## src/rtl/ft_bus_sched_if.sv

```systemverilog
// FTDI-side strobes, selector/TX FIFO handshakes and scheduler outputs for ft_bus_sched.
// Word-count ports exist only when FT_SCHED_STATS_EN is defined.
interface ft_bus_sched_if;
  logic rxf_n_i;
  logic txe_n_i;
  logic sel_full_i;
  logic tx_empty_i;
  logic ft_oe_n_o;
  logic ft_rd_n_o;
  logic ft_wr_n_o;
  logic bus_dir_o;
  logic sel_we_o;
  logic tx_rd_o;
  logic busy_o;
`ifdef FT_SCHED_STATS_EN
  logic [31:0] rx_words_o;
  logic [31:0] tx_words_o;

  modport slave (
    input  rxf_n_i, txe_n_i, sel_full_i, tx_empty_i,
    output ft_oe_n_o, ft_rd_n_o, ft_wr_n_o, bus_dir_o, sel_we_o, tx_rd_o, busy_o,
    output rx_words_o, tx_words_o
  );
  modport master (
    output rxf_n_i, txe_n_i, sel_full_i, tx_empty_i,
    input  ft_oe_n_o, ft_rd_n_o, ft_wr_n_o, bus_dir_o, sel_we_o, tx_rd_o, busy_o,
    input  rx_words_o, tx_words_o
  );
`else
  modport slave (
    input  rxf_n_i, txe_n_i, sel_full_i, tx_empty_i,
    output ft_oe_n_o, ft_rd_n_o, ft_wr_n_o, bus_dir_o, sel_we_o, tx_rd_o, busy_o
  );
  modport master (
    output rxf_n_i, txe_n_i, sel_full_i, tx_empty_i,
    input  ft_oe_n_o, ft_rd_n_o, ft_wr_n_o, bus_dir_o, sel_we_o, tx_rd_o, busy_o
  );
`endif
endinterface

```

## src/rtl/ft_bus_sched.sv

```systemverilog
// Half-duplex FTDI FIFO bus scheduler: alternating RX/TX grants, bounded bursts, turnaround gap.
// Define FT_SCHED_STATS_EN to add free-running RX/TX word counters.
module ft_bus_sched #(
  parameter int unsigned MAX_BURST   = 256,
  parameter int unsigned TURN_CYCLES = 2,
  parameter int unsigned CNT_W       = 9
) (
  input logic           clk_i,
  input logic           reset_n,
  ft_bus_sched_if.slave bus
);
  localparam int unsigned TURN_W = (TURN_CYCLES > 1) ? $clog2(TURN_CYCLES) : 1;

  typedef enum logic [2:0] {IDLE, RX_OE, RX_BURST, TX_BURST, TURN} state_t;

  state_t            state, state_nxt;
  logic [CNT_W-1:0]  burst_cnt, burst_cnt_nxt;
  logic [TURN_W-1:0] turn_cnt, turn_cnt_nxt;
  logic              last_rx, last_rx_nxt;
  logic              oe_n, rd_n, dir, busy;
  logic              oe_n_nxt, rd_n_nxt, dir_nxt, busy_nxt;
  logic              rx_ok, tx_ok, burst_end;
  logic              sel_we, tx_rd;

  assign rx_ok     = ~bus.rxf_n_i & ~bus.sel_full_i;
  assign tx_ok     = ~bus.txe_n_i & ~bus.tx_empty_i;
  assign burst_end = (burst_cnt == CNT_W'(MAX_BURST - 1));

  // Transfer strobes are gated by the live inputs so a dropped request blocks that cycle's word
  assign sel_we = (state == RX_BURST) & rx_ok;
  assign tx_rd  = (state == TX_BURST) & tx_ok;

  always_ff @(posedge clk_i or negedge reset_n) begin
    if (!reset_n) begin
      state     <= IDLE;
      burst_cnt <= '0;
      turn_cnt  <= '0;
      last_rx   <= 1'b0;
      oe_n      <= 1'b1;
      rd_n      <= 1'b1;
      dir       <= 1'b0;
      busy      <= 1'b0;
    end else begin
      state     <= state_nxt;
      burst_cnt <= burst_cnt_nxt;
      turn_cnt  <= turn_cnt_nxt;
      last_rx   <= last_rx_nxt;
      oe_n      <= oe_n_nxt;
      rd_n      <= rd_n_nxt;
      dir       <= dir_nxt;
      busy      <= busy_nxt;
    end
  end

  always_comb begin
    state_nxt     = state;
    burst_cnt_nxt = burst_cnt;
    turn_cnt_nxt  = turn_cnt;
    last_rx_nxt   = last_rx;
    unique case (state)
      IDLE: begin
        turn_cnt_nxt = '0;
        // On a tie the direction not served last wins
        if (rx_ok && (!tx_ok || !last_rx)) begin
          state_nxt   = RX_OE;
          last_rx_nxt = 1'b1;
        end else if (tx_ok) begin
          state_nxt   = TX_BURST;
          last_rx_nxt = 1'b0;
        end
      end
      RX_OE: state_nxt = RX_BURST;
      RX_BURST: begin
        if (rx_ok) burst_cnt_nxt = burst_cnt + CNT_W'(1);
        if (!rx_ok || burst_end) state_nxt = TURN;
      end
      TX_BURST: begin
        if (tx_ok) burst_cnt_nxt = burst_cnt + CNT_W'(1);
        if (!tx_ok || burst_end) state_nxt = TURN;
      end
      TURN: begin
        burst_cnt_nxt = '0;
        if (turn_cnt == TURN_W'(TURN_CYCLES - 1)) begin
          state_nxt    = IDLE;
          turn_cnt_nxt = '0;
        end else begin
          turn_cnt_nxt = turn_cnt + TURN_W'(1);
        end
      end
      default: state_nxt = IDLE;
    endcase
    oe_n_nxt = ~((state_nxt == RX_OE) || (state_nxt == RX_BURST));
    rd_n_nxt = (state_nxt != RX_BURST);
    dir_nxt  = (state_nxt == TX_BURST);
    busy_nxt = (state_nxt != IDLE);
  end

  assign bus.ft_oe_n_o = oe_n;
  assign bus.ft_rd_n_o = rd_n;
  assign bus.bus_dir_o = dir;
  assign bus.busy_o    = busy;
  assign bus.ft_wr_n_o = ~tx_rd;
  assign bus.sel_we_o  = sel_we;
  assign bus.tx_rd_o   = tx_rd;

`ifdef FT_SCHED_STATS_EN
  logic [31:0] rx_words, tx_words;

  // Free-running word counters, wrap naturally at 2^32
  always_ff @(posedge clk_i or negedge reset_n) begin
    if (!reset_n) begin
      rx_words <= '0;
      tx_words <= '0;
    end else begin
      if (sel_we) rx_words <= rx_words + 32'd1;
      if (tx_rd)  tx_words <= tx_words + 32'd1;
    end
  end

  assign bus.rx_words_o = rx_words;
  assign bus.tx_words_o = tx_words;
`endif
endmodule
```

## src/flat_wrapper.sv

```systemverilog
// flat-port wrapper written by rule: the top's interface ports become plain ports
module ft_bus_sched_flat 
#(
  parameter int unsigned MAX_BURST   = 256,
  parameter int unsigned TURN_CYCLES = 2,
  parameter int unsigned CNT_W       = 9
)
  (clk_i, reset_n, bus_rxf_n_i, bus_txe_n_i, bus_sel_full_i, bus_tx_empty_i, bus_ft_oe_n_o, bus_ft_rd_n_o, bus_ft_wr_n_o, bus_bus_dir_o, bus_sel_we_o, bus_tx_rd_o, bus_busy_o);
  ft_bus_sched_if bus_i ();
  input logic clk_i;
  input logic reset_n;
  input wire logic [$bits(bus_i.rxf_n_i)-1:0] bus_rxf_n_i;
  input wire logic [$bits(bus_i.txe_n_i)-1:0] bus_txe_n_i;
  input wire logic [$bits(bus_i.sel_full_i)-1:0] bus_sel_full_i;
  input wire logic [$bits(bus_i.tx_empty_i)-1:0] bus_tx_empty_i;
  output wire logic [$bits(bus_i.ft_oe_n_o)-1:0] bus_ft_oe_n_o;
  output wire logic [$bits(bus_i.ft_rd_n_o)-1:0] bus_ft_rd_n_o;
  output wire logic [$bits(bus_i.ft_wr_n_o)-1:0] bus_ft_wr_n_o;
  output wire logic [$bits(bus_i.bus_dir_o)-1:0] bus_bus_dir_o;
  output wire logic [$bits(bus_i.sel_we_o)-1:0] bus_sel_we_o;
  output wire logic [$bits(bus_i.tx_rd_o)-1:0] bus_tx_rd_o;
  output wire logic [$bits(bus_i.busy_o)-1:0] bus_busy_o;
  assign bus_i.rxf_n_i = bus_rxf_n_i;
  assign bus_i.txe_n_i = bus_txe_n_i;
  assign bus_i.sel_full_i = bus_sel_full_i;
  assign bus_i.tx_empty_i = bus_tx_empty_i;
  assign bus_ft_oe_n_o = bus_i.ft_oe_n_o;
  assign bus_ft_rd_n_o = bus_i.ft_rd_n_o;
  assign bus_ft_wr_n_o = bus_i.ft_wr_n_o;
  assign bus_bus_dir_o = bus_i.bus_dir_o;
  assign bus_sel_we_o = bus_i.sel_we_o;
  assign bus_tx_rd_o = bus_i.tx_rd_o;
  assign bus_busy_o = bus_i.busy_o;
  ft_bus_sched #(.MAX_BURST(MAX_BURST), .TURN_CYCLES(TURN_CYCLES), .CNT_W(CNT_W)) u_core (.clk_i(clk_i), .reset_n(reset_n), .bus(bus_i));
endmodule
```

## config.mk

```make
export PLATFORM = sky130hd
export DESIGN_NAME = ft_bus_sched_flat
export DESIGN_NICKNAME = d
export VERILOG_FILES = /design/src/rtl/ft_bus_sched_if.sv /design/src/rtl/ft_bus_sched.sv /design/src/flat_wrapper.sv
export SDC_FILE = /design/constraint.sdc
export NUM_CORES = 1
export LEC_CHECK = 0
export ABC_CLOCK_PERIOD_IN_PS = 5100
export CAP_MARGIN = 40
export CORE_MARGIN = 5
export CORE_UTILIZATION = 32
export CTS_BUF_LIST = sky130_fd_sc_hd__clkbuf_16
export CTS_CLUSTER_DIAMETER = 60
export DETAILED_ROUTE_END_ITERATION = 10
export PLACE_DENSITY = 0.63
export SYNTH_ARGS = -nofsm -noshare
export SYNTH_HDL_FRONTEND = slang
export SYNTH_SLANG_ARGS = --single-unit
```

## constraint.sdc

```tcl
create_clock -name clk_i -period 5.1 [get_ports clk_i]
set_clock_uncertainty 0.15 [all_clocks]
set_input_delay 0.51 -clock clk_i [delete_from_list [all_inputs] [get_ports clk_i]]
set_output_delay 0.51 -clock clk_i [all_outputs]
set_load 0.02 [all_outputs]
```

==> metrics.md, run 1 <==
| Metric | Value |
|---|---|
| Worst-Skew Late Latency | between 200 and 300 ps |
| CP Launch Type | input port |
| Setup slack at placement | ~2200 ps |
| Vias in the first global route | 740 |
| Crit path max-delay family | buffers and inverters |
| ANT cells | 0 |
| Die Area | 4010 um2 |
| EDFF count, synth | 0 |
| Chip Width | roughly 63 um |
| Top cell type by total area after synthesis | dfrtp_1 |
| Final Hold Fails | 0 |
| Initial DRC Count | 12 |
| Area Overhead vs Synth | 24.5% |
| Worst slew pin tran | 805 ps |
| Total grt overflow | 0 |
| Count of different cell masters after synthesis | 37 |
| Final setup viols | 0 |
| Type of the worst setup path | input port to primary output |
| Slew HR | between 40% and 50% |
| Highest Clock Rate | 0.343 GHz |
| Hold path cells | 1 |
| Row Count | 19 |
| Reg2reg path depth | 7 |
| Fin crit period | between 2000 and 3000 ps |
| Die height | roughly 63 um |
| WL per Instance | 13.4 um |
| Final period util | a little under three fifths |
| Post CTS Setup Buffer Count | 0 |
| Yosys warns | 0 |
| Final Worst Setup Slack | between 2000 and 2500 ps |
| Crit-path most repeated cell | clkdlybuf4s50_1 |
| TritonCTS Buffers | 3 |
| Crit Path Max Fanout | 5 |
| RSZ-0062 raised after global routing | no |
| CTS tree | done |
| Synth top area cells | dfrtp_1, dfstp_2, nand2_1 |
| Total Neg Setup Slack | 0 ps |
| Critical Path Stages | 5 |
| Clock root buffer master | clkbuf_16 |
| Most frequent cells in the layout | dfrtp_1, nand2_1, clkdlybuf4s50_1, nor2_1, inv_1 |
| Largest net degree at the start of global routing | 19 |
| Initial Util | 33.3% |
| Cts hold-fix bufs | 0 |
| Mapped Avg Cell Area | 9.78 um2 |
| First-pass GRT wire length | around 3400 um |
| FF+latch count, synth | 18 |
| Bufs on Longest Clock Path | 2 |
| Hold Crit Class | flop to flop |
| CP Cell Sequence | clkdlybuf4s50_1 -> nor3b_1 -> nand2_1 -> inv_1 -> clkdlybuf4s50_1 |
| CP bufs+invs | 3 |
| Final ANT Viol Nets | 0 |
| Htree depth | 1 |
| Dpl hpwl | between 1000 and 1500 um |
| Overall power | approximately 0.00054 W |
| Final net count | between 100 and 150 |
| Register area share after synthesis | about 50% |
| Syn Std Cell Area | about 910 um2 |
| Ys flop type | dfrtp_1 |
| Placer congestion estimate | between 0.7 and 0.8 |
| Vias per cell | 5.24 |
| Post-CTS sizing | 0 |
| GRT Util Overall | 10.6% |
| Setup crit end kind | primary output |
| Post-route DRC | 0 |
| # IOs | 13 |
| P per Cell Area | ~480 nW/um2 |
| Commonest non-fill, non-tap cell in the layout | dfrtp_1 |
| Static leakage | 0.468 nW |
| VDD IR max | between 0.3 and 0.4 mV |
| Mapped Cells | between 90 and 100 |
| Vias | between 700 and 800 |
| Worst path max stage delay | 590 ps |
| Number of fill cells in the layout | between 200 and 300 |
| Post-synth top area share | about 44% |
| PortBufs | 12 |
| Status | finished, final reports clean |
| Critical Path AT | approximately 2300 ps |
| Slew Limit Fails | 0 |
| CTS sink cnt | 18 |
| Worst-path clk slew | approximately 50 ps |
| Layout cell share with drive strength beyond 1 | 8.41% |
| Crit path required time | roughly 4400 ps |
| Pre-Repair DR Iteration Count | 4 |
| Crit-path slowest cell | clkdlybuf4s50_1 |
| Core region area | ~2700 um2 |
| Syn Nets | 101 |
| Initial antenna violation count | 0 |
| WL final | approximately 1900 um |
| Post-synthesis async set-or-reset flop share | 100% |
| # Max-Cap Violations | 0 |
[metal layers]
metal,routed length [um],global-route usage [%]
met5,0,0
met4,14,2.86
met3,96,4.44
met2,852,16.3
met1,887,13.6
[cell families (layout without fill, tap and decap cells)]
logic type / Yosys count / count (layout) / synth area share [%]
AO/OA/AOI/OAI: 18 / 18 / 13.2
XOR/XNOR: 3 / 3 / 2.89
adder cells (fa/ha/maj): 2 / 2 / 2.75
buffers and inverters: 7 / 21 / 3.71
flip-flops: 18 / 18 / 49.8
multiplexers: 4 / 4 / 4.40
AND/OR/NAND/NOR: 41 / 41 / 23.2
[registers in the layout, summed over array words and instances, names as in the netlist]
register / flops
u_core.bus.busy_o: 1
u_core.bus.ft_oe_n_o: 1
u_core.burst_cnt: 9
u_core.bus.ft_rd_n_o: 1
u_core.state: 3
u_core.last_rx: 1
u_core.turn_cnt: 1
u_core.bus.bus_dir_o: 1
[path summary, 6_finish.rpt]
check                           slack, ps                         endpoint                       startpoint
worst max-delay path                 2190                      bus_tx_rd_o                   bus_tx_empty_i
worst min-delay path                  330  u_core.burst_cnt[7]$_DFFE_PN0P_  u_core.burst_cnt[7]$_DFFE_PN0P_
worst max register to register       2810      u_core.bus.busy_o$_DFF_PN0_  u_core.burst_cnt[0]$_DFFE_PN0P_
worst min register to register        330  u_core.burst_cnt[7]$_DFFE_PN0P_  u_core.burst_cnt[7]$_DFFE_PN0P_
max in group asynchronous            3720  u_core.burst_cnt[6]$_DFFE_PN0P_                          reset_n
min in group asynchronous             580  u_core.burst_cnt[7]$_DFFE_PN0P_                          reset_n
[worst reg2reg max path: cells and delay by family, from the launching register on]
kind                     cells  cell delay, ps
AO/OA/AOI/OAI                1             190
adder cells (fa/ha/maj)      2             450
flip-flops                   1             400
AND/OR/NAND/NOR              4             970
[stage by stage]
step | instances | area [um2] | util [%] | hold slack [ps]
global route | 138 | 1130 | 41.4 | 370
CTS | 138 | 1130 | 41.4 | 333
floorplan | 93 | 910 | - | 64.4
global placement | 134 | 1050 | 38.5 | 315
detailed placement | 134 | 1050 | 38.5 | 326
finish | 138 | 1130 | 41.4 | 329
[power breakdown]
| group | internal [W] | switching, W | total, W |
|---|---|---|---|
| clock network | 0.000104 | 0.0000505 | 0.000154 |
| registers | 0.000186 | 0.0000364 | 0.000222 |
| logic | 0.0000761 | 0.0000885 | 0.000165 |
[cells in the mapped netlist (all sizes together) (2+ instances only)]
cell / number
a21oi: 5
and2: 2
dfrtp: 16
dfstp: 2
ha: 2
inv: 5
mux2i: 4
nand2: 13
nand4: 2
nor2: 10
nor3: 4
o21ai: 5
or3: 2
or4: 2
xor2: 2
[cell type report]
type | count | area (um2) | area share [%]
Tap cell | 31 | 38.8 | 3.43
Multi-Input combinational cell | 68 | 423 | 37.3
Clock buffer | 3 | 75.1 | 6.63
Inverter | 5 | 18.8 | 1.66
Clock inverter | 1 | 3.75 | 0.331
Timing Repair Buffer | 12 | 120 | 10.6
Sequential cell | 18 | 453 | 40.0
No activity file was read; power rests on OpenSTA's default activity.
==> inputs of run 2 (changes only) <==
--- a/config.mk
+++ b/config.mk
@@ -5,7 +5,7 @@
 export SDC_FILE = /design/constraint.sdc
 export NUM_CORES = 1
 export LEC_CHECK = 0
-export ABC_CLOCK_PERIOD_IN_PS = 5100
+export ABC_CLOCK_PERIOD_IN_PS = 2950
 export CAP_MARGIN = 40
 export CORE_MARGIN = 5
 export CORE_UTILIZATION = 32
==> constraint.sdc (replaced) <==
create_clock -name clk_i -period 2.95 [get_ports clk_i]
set_clock_uncertainty 0.15 [all_clocks]
set_input_delay 0.295 -clock clk_i [delete_from_list [all_inputs] [get_ports clk_i]]
set_output_delay 0.295 -clock clk_i [all_outputs]
set_load 0.02 [all_outputs]
==> run 2 against run 1 <==
Final cell count unchanged; hold slack about the same; critical path depth stayed put; utilization did not move; sequential share of layout area did not move; non-clock buffer count unchanged; global-route usage is 0.27 points lower; critical endpoint unchanged.
==> metrics.md, run 2 (same netlist as run 1, synthesis figures left out) <==
| Metric | Value |
|---|---|
| Status | finished, final reports clean |
| Final Worst Setup Slack | 553 ps |
| Setup slack at placement | about 570 ps |
| Pre-Repair DR Iteration Count | 4 |
| Dpl hpwl | approximately 1400 um |
| CP bufs+invs | 3 |
| Bufs on Longest Clock Path | 2 |
| RSZ-0062 raised after global routing | no |
| Type of the worst setup path | input port to primary output |
| Final net count | about 120 |
| Crit-path most repeated cell | clkdlybuf4s50_1 |
| Layout cell share with drive strength beyond 1 | 8.41% |
| Final setup viols | 0 |
| Vias | 719 |
| Post CTS Setup Buffer Count | 0 |
| Total Neg Setup Slack | 0 ps |
| Vias per cell | ~5.2 |
| VDD IR max | between 0.4 and 0.5 mV |
| Worst slew pin tran | ~800 ps |
| Biggest regs | u_core.burst_cnt: 9 flops, u_core.state: 3 flops |
| First-pass GRT wire length | around 3300 um |
| Chip Width | 63.3 um |
| Crit-path slowest cell | clkdlybuf4s50_1 |
| Biggest register | u_core.burst_cnt |
| Most frequent cells in the layout | dfrtp_1, nand2_1, clkdlybuf4s50_1, nor2_1, inv_1 |
| Placer congestion estimate | between 0.7 and 0.8 |
| Fin cells | between 100 and 150 |
| Cells after DPL | approximately 130 |
| TritonCTS Buffers | 3 |
| Vias in the first global route | between 700 and 800 |
| Area Overhead vs Synth | 24.5% |
| Crit Path Max Fanout | 5 |
| Worst-path clk slew | around 50 ps |
| # IOs | 13 |
| Core region area | between 2000 and 3000 um2 |
| Static leakage | 0.468 nW |
| Post-route DRC | 0 |
| # Max-Cap Violations | 0 |
| Initial DRC Count | 9 |
| Critical Path AT | just under 2000 ps |
| Highest Clock Rate | roughly 0.42 GHz |
| Row Count | 19 |
| Die Area | 4010 um2 |
| Htree depth | 1 |
| Crit path required time | 2510 ps |
| Worst-Skew Late Latency | approximately 250 ps |
| Hold Crit Class | flop to flop |
| Largest net degree at the start of global routing | 19 |
| PortBufs | 12 |
| Initial antenna violation count | 0 |
| Cts hold-fix bufs | 0 |
| CP Launch Type | input port |
| Slew Limit Fails | 0 |
| ANT cells | 0 |
| GRT Util Overall | about a tenth |
| Initial Util | approximately a third |
| CTS sink cnt | 18 |
| Final Hold Fails | 0 |
| CP Cell Sequence | clkdlybuf4s50_1 -> nor3b_1 -> nand2_1 -> inv_1 -> clkdlybuf4s50_1 |
| Layout Utilization | between 40% and 50% |
| Slew HR | between 40% and 50% |
| Fin crit period | ~2400 ps |
| Final ANT Viol Nets | 0 |
| Max reg flops | 9 |
| Die height | approximately 63 um |
| Final period util | between 80% and 90% |
| Commonest non-fill, non-tap cell in the layout | dfrtp_1 |
| Post-CTS sizing | 0 |
| P per Cell Area | 828 nW/um2 |
| Worst path max stage delay | 590 ps |
| Clock root buffer master | clkbuf_16 |
| Hold WS | 329 ps |
| WL final | 1830 um |
| Setup crit end kind | primary output |
| Crit path max-delay family | buffers and inverters |
| CTS tree | done |
| WL per Instance | about 13 um |
| Total grt overflow | 0 |
run 2: cell counts in the layout (fill, tap and decap cells not counted):
No cell type changed its count.
run 2: final timing paths:
path	from	endpoint	slack, ps	cells after the start
hold reg to reg	u_core.burst_cnt[7]$_DFFE_PN0P_	u_core.burst_cnt[7]$_DFFE_PN0P_	330	1
hold / removal	u_core.burst_cnt[7]$_DFFE_PN0P_	u_core.burst_cnt[7]$_DFFE_PN0P_	330	1
setup / recovery	bus_tx_empty_i	bus_tx_rd_o	550	5
max in group asynchronous	reset_n	u_core.burst_cnt[6]$_DFFE_PN0P_	1790	1
setup reg to reg	u_core.burst_cnt[0]$_DFFE_PN0P_	u_core.bus.busy_o$_DFF_PN0_	680	7
min in group asynchronous	reset_n	u_core.turn_cnt$_DFFE_PN0P_	360	1
run 2: worst reg2reg max path, cell delays in order, from the launching register on:
cell and delay [ps]:
dfrtp_1 400, ha_1 240, nand4_1 120, nor2_1 70
ha_1 210, nor4b_1 350, o32ai_1 180, or4_4 420
run 2: layout make-up:
| cell class | instances | area (um2) |
|---|---|---|
| well taps | 31 | 38.8 |
| repair buffers | 12 | 120 |
| multi-input cells | 68 | 423 |
| clock buffers | 3 | 75.1 |
| fillers | 274 | 1600 |
| flip-flops and latches | 18 | 453 |
| inverters | 5 | 18.8 |
| clock inverters | 1 | 3.75 |
run 2: stage by stage:
step,cell area (um2),total power (W)
6_report,1130,0.000937
3_5_place_dp,1050,0.000673
2_1_floorplan,910,0.000578
4_1_cts,1130,0.000947
5_1_grt,1130,0.000997
3_3_place_gp,1050,0.000665
run 2: layer usage:
layer	GRT usage, %	share of wire, %	vias up
met1	12.4	49	346
met5	0	0	-
met3	4.62	5.4	2
li1	-	-	357
met4	3.90	0.33	0
met2	16.0	46	14
run 2: power breakdown:
| part | internal [W] | total, W | switching (W) |
|---|---|---|---|
| clock network | 0.000180 | 0.000270 | 0.0000897 |
| logic | 0.000132 | 0.000285 | 0.000153 |
| registers | 0.000321 | 0.000383 | 0.0000614 |
